<file path="config.mk">
export PLATFORM = sky130hd
export DESIGN_NAME = gpio_freq_meter
export DESIGN_NICKNAME = d
export VERILOG_FILES = /design/src/rtl/gpio_freq_pkg.sv /design/src/rtl/gpio_sync_edge.sv /design/src/rtl/gpio_freq_meter.sv
export SDC_FILE = /design/constraint.sdc
export NUM_CORES = 1
export LEC_CHECK = 0
export CAP_MARGIN = 20
export CORE_UTILIZATION = 45
export CTS_CLUSTER_DIAMETER = 120
export DETAILED_ROUTE_END_ITERATION = 12
export GPL_TIMING_DRIVEN = 1
export MAX_ROUTING_LAYER = met4
export PLACE_DENSITY = 0.73
export SYNTH_ARGS = -nofsm -noshare
export SYNTH_HDL_FRONTEND = slang
export SYNTH_SLANG_ARGS = --single-unit
</file>
<file path="constraint.sdc">
create_clock -name mclk -period 2.87 [get_ports mclk]
set_clock_uncertainty 0.05 [all_clocks]
set_input_delay 0.861 -clock mclk [delete_from_list [all_inputs] [get_ports mclk]]
set_output_delay 0.861 -clock mclk [all_outputs]
set_load 0.05 [all_outputs]
</file>
<file path="src/rtl/gpio_freq_pkg.sv">
// Shared types and constants for the GPIO frequency meter.
package gpio_freq_pkg;

    localparam int CNT_W_DEFAULT = 26;
    localparam int FILT_LEN      = 3;

    typedef enum logic {
        ARM = 1'b0,
        RUN = 1'b1
    } state_t;

endpackage

</file>
<file path="src/rtl/gpio_sync_edge.sv">
// Synchronizes the external pin and emits a one-cycle strobe per rising edge.
// With GPIO_FREQ_GLITCH_FILTER_EN defined, a level filter sits between s2 and sp.
module gpio_sync_edge
    import gpio_freq_pkg::*;
(
    input  logic clk,
    input  logic reset,
    input  logic sig_in,
    output logic edge_pulse
);

    logic s1;
    logic s2;
    logic sp;
    logic level;

    always_ff @(posedge clk or negedge reset) begin
        if (!reset) begin
            s1 <= 1'b0;
            s2 <= 1'b0;
        end else begin
            s1 <= sig_in;
            s2 <= s1;
        end
    end

`ifdef GPIO_FREQ_GLITCH_FILTER_EN
    logic [FILT_LEN-2:0] hist;
    logic                filt_q;
    logic [FILT_LEN-1:0] win;

    // Level follows s2 only once the last FILT_LEN samples agree; otherwise it holds.
    assign win   = {hist, s2};
    assign level = (&win) ? 1'b1 : ((~|win) ? 1'b0 : filt_q);

    always_ff @(posedge clk or negedge reset) begin
        if (!reset) begin
            hist   <= '0;
            filt_q <= 1'b0;
        end else begin
            hist   <= win[FILT_LEN-2:0];
            filt_q <= level;
        end
    end
`else
    assign level = s2;
`endif

    always_ff @(posedge clk or negedge reset) begin
        if (!reset) begin
            sp <= 1'b0;
        end else begin
            sp <= level;
        end
    end

    assign edge_pulse = level & ~sp;

endmodule

</file>
<file path="src/rtl/gpio_freq_meter.sv">
// Gated rising-edge counter: reports edges of sig_in per gate_tick window.
// Optional input glitch filter enabled by defining GPIO_FREQ_GLITCH_FILTER_EN.
module gpio_freq_meter
    import gpio_freq_pkg::*;
#(
    parameter int CNT_W = CNT_W_DEFAULT
) (
    input  logic             mclk,
    input  logic             reset,
    input  logic             gate_tick,
    input  logic             clear,
    input  logic             sig_in,
    output logic [CNT_W-1:0] freq_out,
    output logic             valid,
    output logic             overflow
);

    // valid is a one-cycle strobe with no ready: the reader must take freq_out/overflow
    // while valid is high or later, since both hold until the next strobe.

    state_t           state;
    state_t           state_d;
    logic [CNT_W-1:0] acc;
    logic [CNT_W-1:0] acc_d;
    logic             ovf_win;
    logic             ovf_win_d;
    logic [CNT_W-1:0] freq_d;
    logic             ovf_d;
    logic             valid_d;
    logic             edge_pulse;
    logic [CNT_W:0]   sum;
    logic             sat;
    logic [CNT_W-1:0] acc_sat;

    gpio_sync_edge u_sync_edge (
        .clk        (mclk),
        .reset      (reset),
        .sig_in     (sig_in),
        .edge_pulse (edge_pulse)
    );

    // Carry out of the widened add means the accumulator would wrap; clamp instead.
    assign sum     = {1'b0, acc} + (CNT_W + 1)'(edge_pulse);
    assign sat     = sum[CNT_W];
    assign acc_sat = sat ? '1 : sum[CNT_W-1:0];

    always_comb begin
        state_d   = state;
        acc_d     = acc;
        ovf_win_d = ovf_win;
        freq_d    = freq_out;
        ovf_d     = overflow;
        valid_d   = 1'b0;
        if (clear) begin
            state_d   = ARM;
            acc_d     = '0;
            ovf_win_d = 1'b0;
            freq_d    = '0;
            ovf_d     = 1'b0;
        end else begin
            case (state)
                ARM: begin
                    acc_d = '0;
                    if (gate_tick) begin
                        state_d = RUN;
                    end
                end
                RUN: begin
                    if (gate_tick) begin
                        // An edge landing on the tick cycle closes with this window.
                        freq_d    = acc_sat;
                        ovf_d     = ovf_win | sat;
                        valid_d   = 1'b1;
                        acc_d     = '0;
                        ovf_win_d = 1'b0;
                    end else begin
                        acc_d = acc_sat;
                        if (sat) begin
                            ovf_win_d = 1'b1;
                        end
                    end
                end
                default: begin
                    state_d = ARM;
                    acc_d   = '0;
                end
            endcase
        end
    end

    always_ff @(posedge mclk or negedge reset) begin
        if (!reset) begin
            state    <= ARM;
            acc      <= '0;
            ovf_win  <= 1'b0;
            freq_out <= '0;
            valid    <= 1'b0;
            overflow <= 1'b0;
        end else begin
            state    <= state_d;
            acc      <= acc_d;
            ovf_win  <= ovf_win_d;
            freq_out <= freq_d;
            valid    <= valid_d;
            overflow <= ovf_d;
        end
    end

endmodule

</file>
==> key figures <==
Clocking
  • Root Buffer: clkbuf_8
  • Latest clock arrival within the worst-skew pair: 340 ps
  • Max H-tree Level: 3
  • CTS Buffer Depth: 2
  • Post-CTS setup buffer count: 0
  • Clock sink count: 59
  • Post_cts resized: 0
  • Clock slew at reported path FFs: 70 ps
  • Num CTS Buffers: 9
  • CTS tree: yes
  • # hold bufs at CTS: 0

Global routing
  • Vias in the first global route: 1826
  • Gr usage total: between 20% and 30%
  • Antenna violations before repair: 0
  • Remaining global-route overflow: 0
  • First-pass GRT wire length: 9.06 mm
  • Largest net degree at the start of global routing: 33

Timing
  • Period utilisation layout: 87.6%
  • Count of final setup violators: 0
  • Minimum clock period: 2510 ps
  • Max Slew Vio Count: 0
  • RSZ-0062 raised after global routing: false
  • Final setup TNS: 0 ps
  • Final Hold Viols: 0
  • Hold slack: 299 ps
  • Worst rel slew slack: 58.1%
  • Fmax: 398 MHz
  • Worst-Margin Slew: 629 ps

Logic synthesis
  • Post-synth EDFFs: 0
  • Async set-reset flop share out of synthesis: 100%
  • Ys Warns: 0
  • Synthesized flop and latch total: 59
  • Distinct cells, synth: 42
  • Syn Area/Cell: 10.2 µm²
  • Sequential cell area fraction in the yosys report: 56.4%
  • Most used flip-flop cell after synthesis: dfrtp_1
  • Post-Syn Instances: 256
  • Synthesized area: ~2600 µm²
  • Synth Net Count: 263

Min path
  • WHS Path Cells: 0
  • Hold endpoint: u_sync_edge.level$_DFF_PN0_
  • Hold WC Path Type: reg2reg
  • Hold_sp: u_sync_edge.s1$_DFF_PN0_

Drt
  • DRT iter0 DRCs: between 70 and 80
  • Detailed Route WL: around 5.1 mm
  • DR WL/cell: around 14 µm
  • DRT Pass-1 Iters: 4
  • Vias: a little under 2000
  • DRC Markers: 0
  • DRT antenna net count: 0
  • Routed vias/inst: 5.29

Pwr
  • Peak VDD IR: 0.338 mV
  • Internal power: 0.00151 W
  • Sequential group share of total power: 44.5%
  • Switch Pwr: roughly 0.00037 W
  • Clk pwr share: ~53%
  • Switching share of power: 19.8%
  • Pwr dens: just under 600 nW/µm²
  • Comb pwr share: 2.8%
  • Lkg Pwr: ~1.4 nW

Die
  • Die height: ~80 µm
  • Total die area: 6120 µm²
  • Initial core utilization: between 40% and 50%
  • Core footprint: 5540 µm²
  • Die width: 78.3 µm
  • # rows: 27
  • Num ports: 33

Worst setup path
  • Critical path arrival: 2720 ps
  • Reg2reg end: freq_out[4]$_DFFE_PN0P_
  • Worst-path cell chain: nor2b_1 -> ha_1 -> ha_1 -> and4_1 -> and4_1 -> and3_1 -> buf_4 -> nor2_1 -> o21ai_0
  • Critical path's largest stage delay: between 400 and 500 ps
  • CP max FO: 9
  • Critical setup path kind: reg2reg
  • R2R Setup Slk: between 300 and 400 ps
  • Setup crit end kind: flip-flop
  • Critical Path Slowest Stage Cell: and4_1
  • Reg2Reg Launch Point: u_sync_edge.sp$_DFF_PN0_
  • Setup crit start kind: flip-flop
  • CP required: 3070 ps
  • Worst-case reg-to-reg path depth: 9

Layout
  • # nets final: 298
  • Diode count: 0
  • Layout fillers: 500
  • Share of cells above drive strength 1: 9.80%
  • Synthesis-to-finish area growth: 24.6%

Place
  • Final GP Congestion: 0.914
  • DPL Wire Length: between 3 and 4 mm
  • Buffers on Ports: 32

Outcome
  • Status: finished clean

Job
  • Max-cap violations: 0
[worst max path at each step]
| stage | slack, ps | depth (start not counted) | to | startpoint |
|---|---|---|---|---|
| after floorplan | 550 | 12 | freq_out[10]$_DFFE_PN0P_ | u_sync_edge.level$_DFF_PN0_ |
| after global placement | 400 | 3 | acc[18]$_DFF_PN0_ | gate_tick |
| after detailed placement | 380 | 3 | acc[18]$_DFF_PN0_ | gate_tick |
| after CTS | 350 | 9 | freq_out[4]$_DFFE_PN0P_ | u_sync_edge.sp$_DFF_PN0_ |
| after global routing | 80 | 8 | freq_out[23]$_DFFE_PN0P_ | u_sync_edge.sp$_DFF_PN0_ |
| final | 360 | 9 | freq_out[4]$_DFFE_PN0P_ | u_sync_edge.sp$_DFF_PN0_ |
[metal layers]
metal	track usage (%)	up-vias	wire (µm)
li1	-	969	-
met3	6.63	10	249
met4	7.22	0	82
met2	27.7	44	2200
met5	-	-	0
met1	27.8	925	2560
[flip-flops by register name, indices dropped and copies added (netlist names)]
| name | count |
|---|---|
| acc | 26 |
| freq_out | 26 |
| overflow | 1 |
| ovf_win | 1 |
| state | 1 |
| u_sync_edge.level | 1 |
| u_sync_edge.s1 | 1 |
| u_sync_edge.sp | 1 |
| valid | 1 |
[critical path: cells and delay by family (launching register included)]
family,cells,cell delay [ps]
compound gates,1,190
fa+ha+maj,2,410
buf+inv,1,170
flops,1,360
simple gates,5,1230
[per-stage QoR]
stage,util (%),worst slack [ps],total power [W],instances,area [µm²]
floorplan,-,551,0.000873,256,2620
global placement,54.1,404,0.000908,352,3000
detailed placement,54.1,376,0.000910,352,3000
CTS,58.9,348,0.00190,368,3260
global route,58.9,80.6,0.00195,368,3260
finish,58.9,356,0.00189,368,3260
[cell families after synthesis]
family / count (synthesis) / share of synthesized area (%)
adder cells (fa/ha/maj): 2 / 0.956
AND/OR/NAND/NOR: 117 / 22.7
XOR/XNOR: 13 / 4.35
AO/OA/AOI/OAI: 46 / 10.8
buffers and inverters: 16 / 3.59
multiplexers: 3 / 1.20
flip-flops: 59 / 56.4
[cells in the final DEF (no fill, tap or decap), types with 3 or more instances in the layout]
cell type,count
a31oi_1,4
dfrtp_1,59
o211ai_1,3
a22o_1,3
clkbuf_8,9
nand2_1,28
and4_1,6
xor2_1,4
buf_4,5
nor2_1,39
o21ai_1,9
nand4_1,7
xnor2_1,9
o21ai_0,10
nand3_1,8
nor3_1,3
and3_1,9
a21oi_1,6
clkdlybuf4s50_1,31
bufinv_16,4
nor2b_1,5
[power groups by stage]
| stage | combinational [W] | sequential (W) | clock [W] |
|---|---|---|---|
| 2_1_floorplan | 0.0000169 | 0.000856 | 0 |
| 3_3_place_gp | 0.0000547 | 0.000853 | 0 |
| 3_5_place_dp | 0.0000560 | 0.000854 | 0 |
| 4_1_cts | 0.0000558 | 0.000838 | 0.00101 |
| 5_1_grt | 0.0000612 | 0.000838 | 0.00105 |
| 6_report | 0.0000536 | 0.000838 | 0.000994 |
[layout make-up]
| cell class | instances | area [µm²] | share of cell area (%) |
|---|---|---|---|
| clock inverters | 7 | 140 | 4.30 |
| well taps | 72 | 90.1 | 2.76 |
| inverters | 2 | 7.51 | 0.230 |
| clock buffers | 9 | 124 | 3.80 |
| flip-flops and latches | 59 | 1480 | 45.3 |
| multi-input cells | 181 | 1050 | 32.2 |
| repair buffers | 38 | 373 | 11.4 |
[cell usage after synthesis, types with 4 or more instances]
cell	n	area, µm²
xnor2_1	9	78.8
o21ai_0	10	50.1
nand2_1	28	105
a21oi_1	7	35.0
and4_1	6	52.6
nor2b_1	5	31.3
nor2_1	39	146
dfrtp_1	59	1480
and3_1	9	56.3
clkbuf_1	7	26.3
o21ai_1	9	45.0
nand4_1	7	43.8
xor2_1	4	35.0
a31oi_1	4	25.0
nand3_1	8	40.0
(Power assumes the default switching activity.)
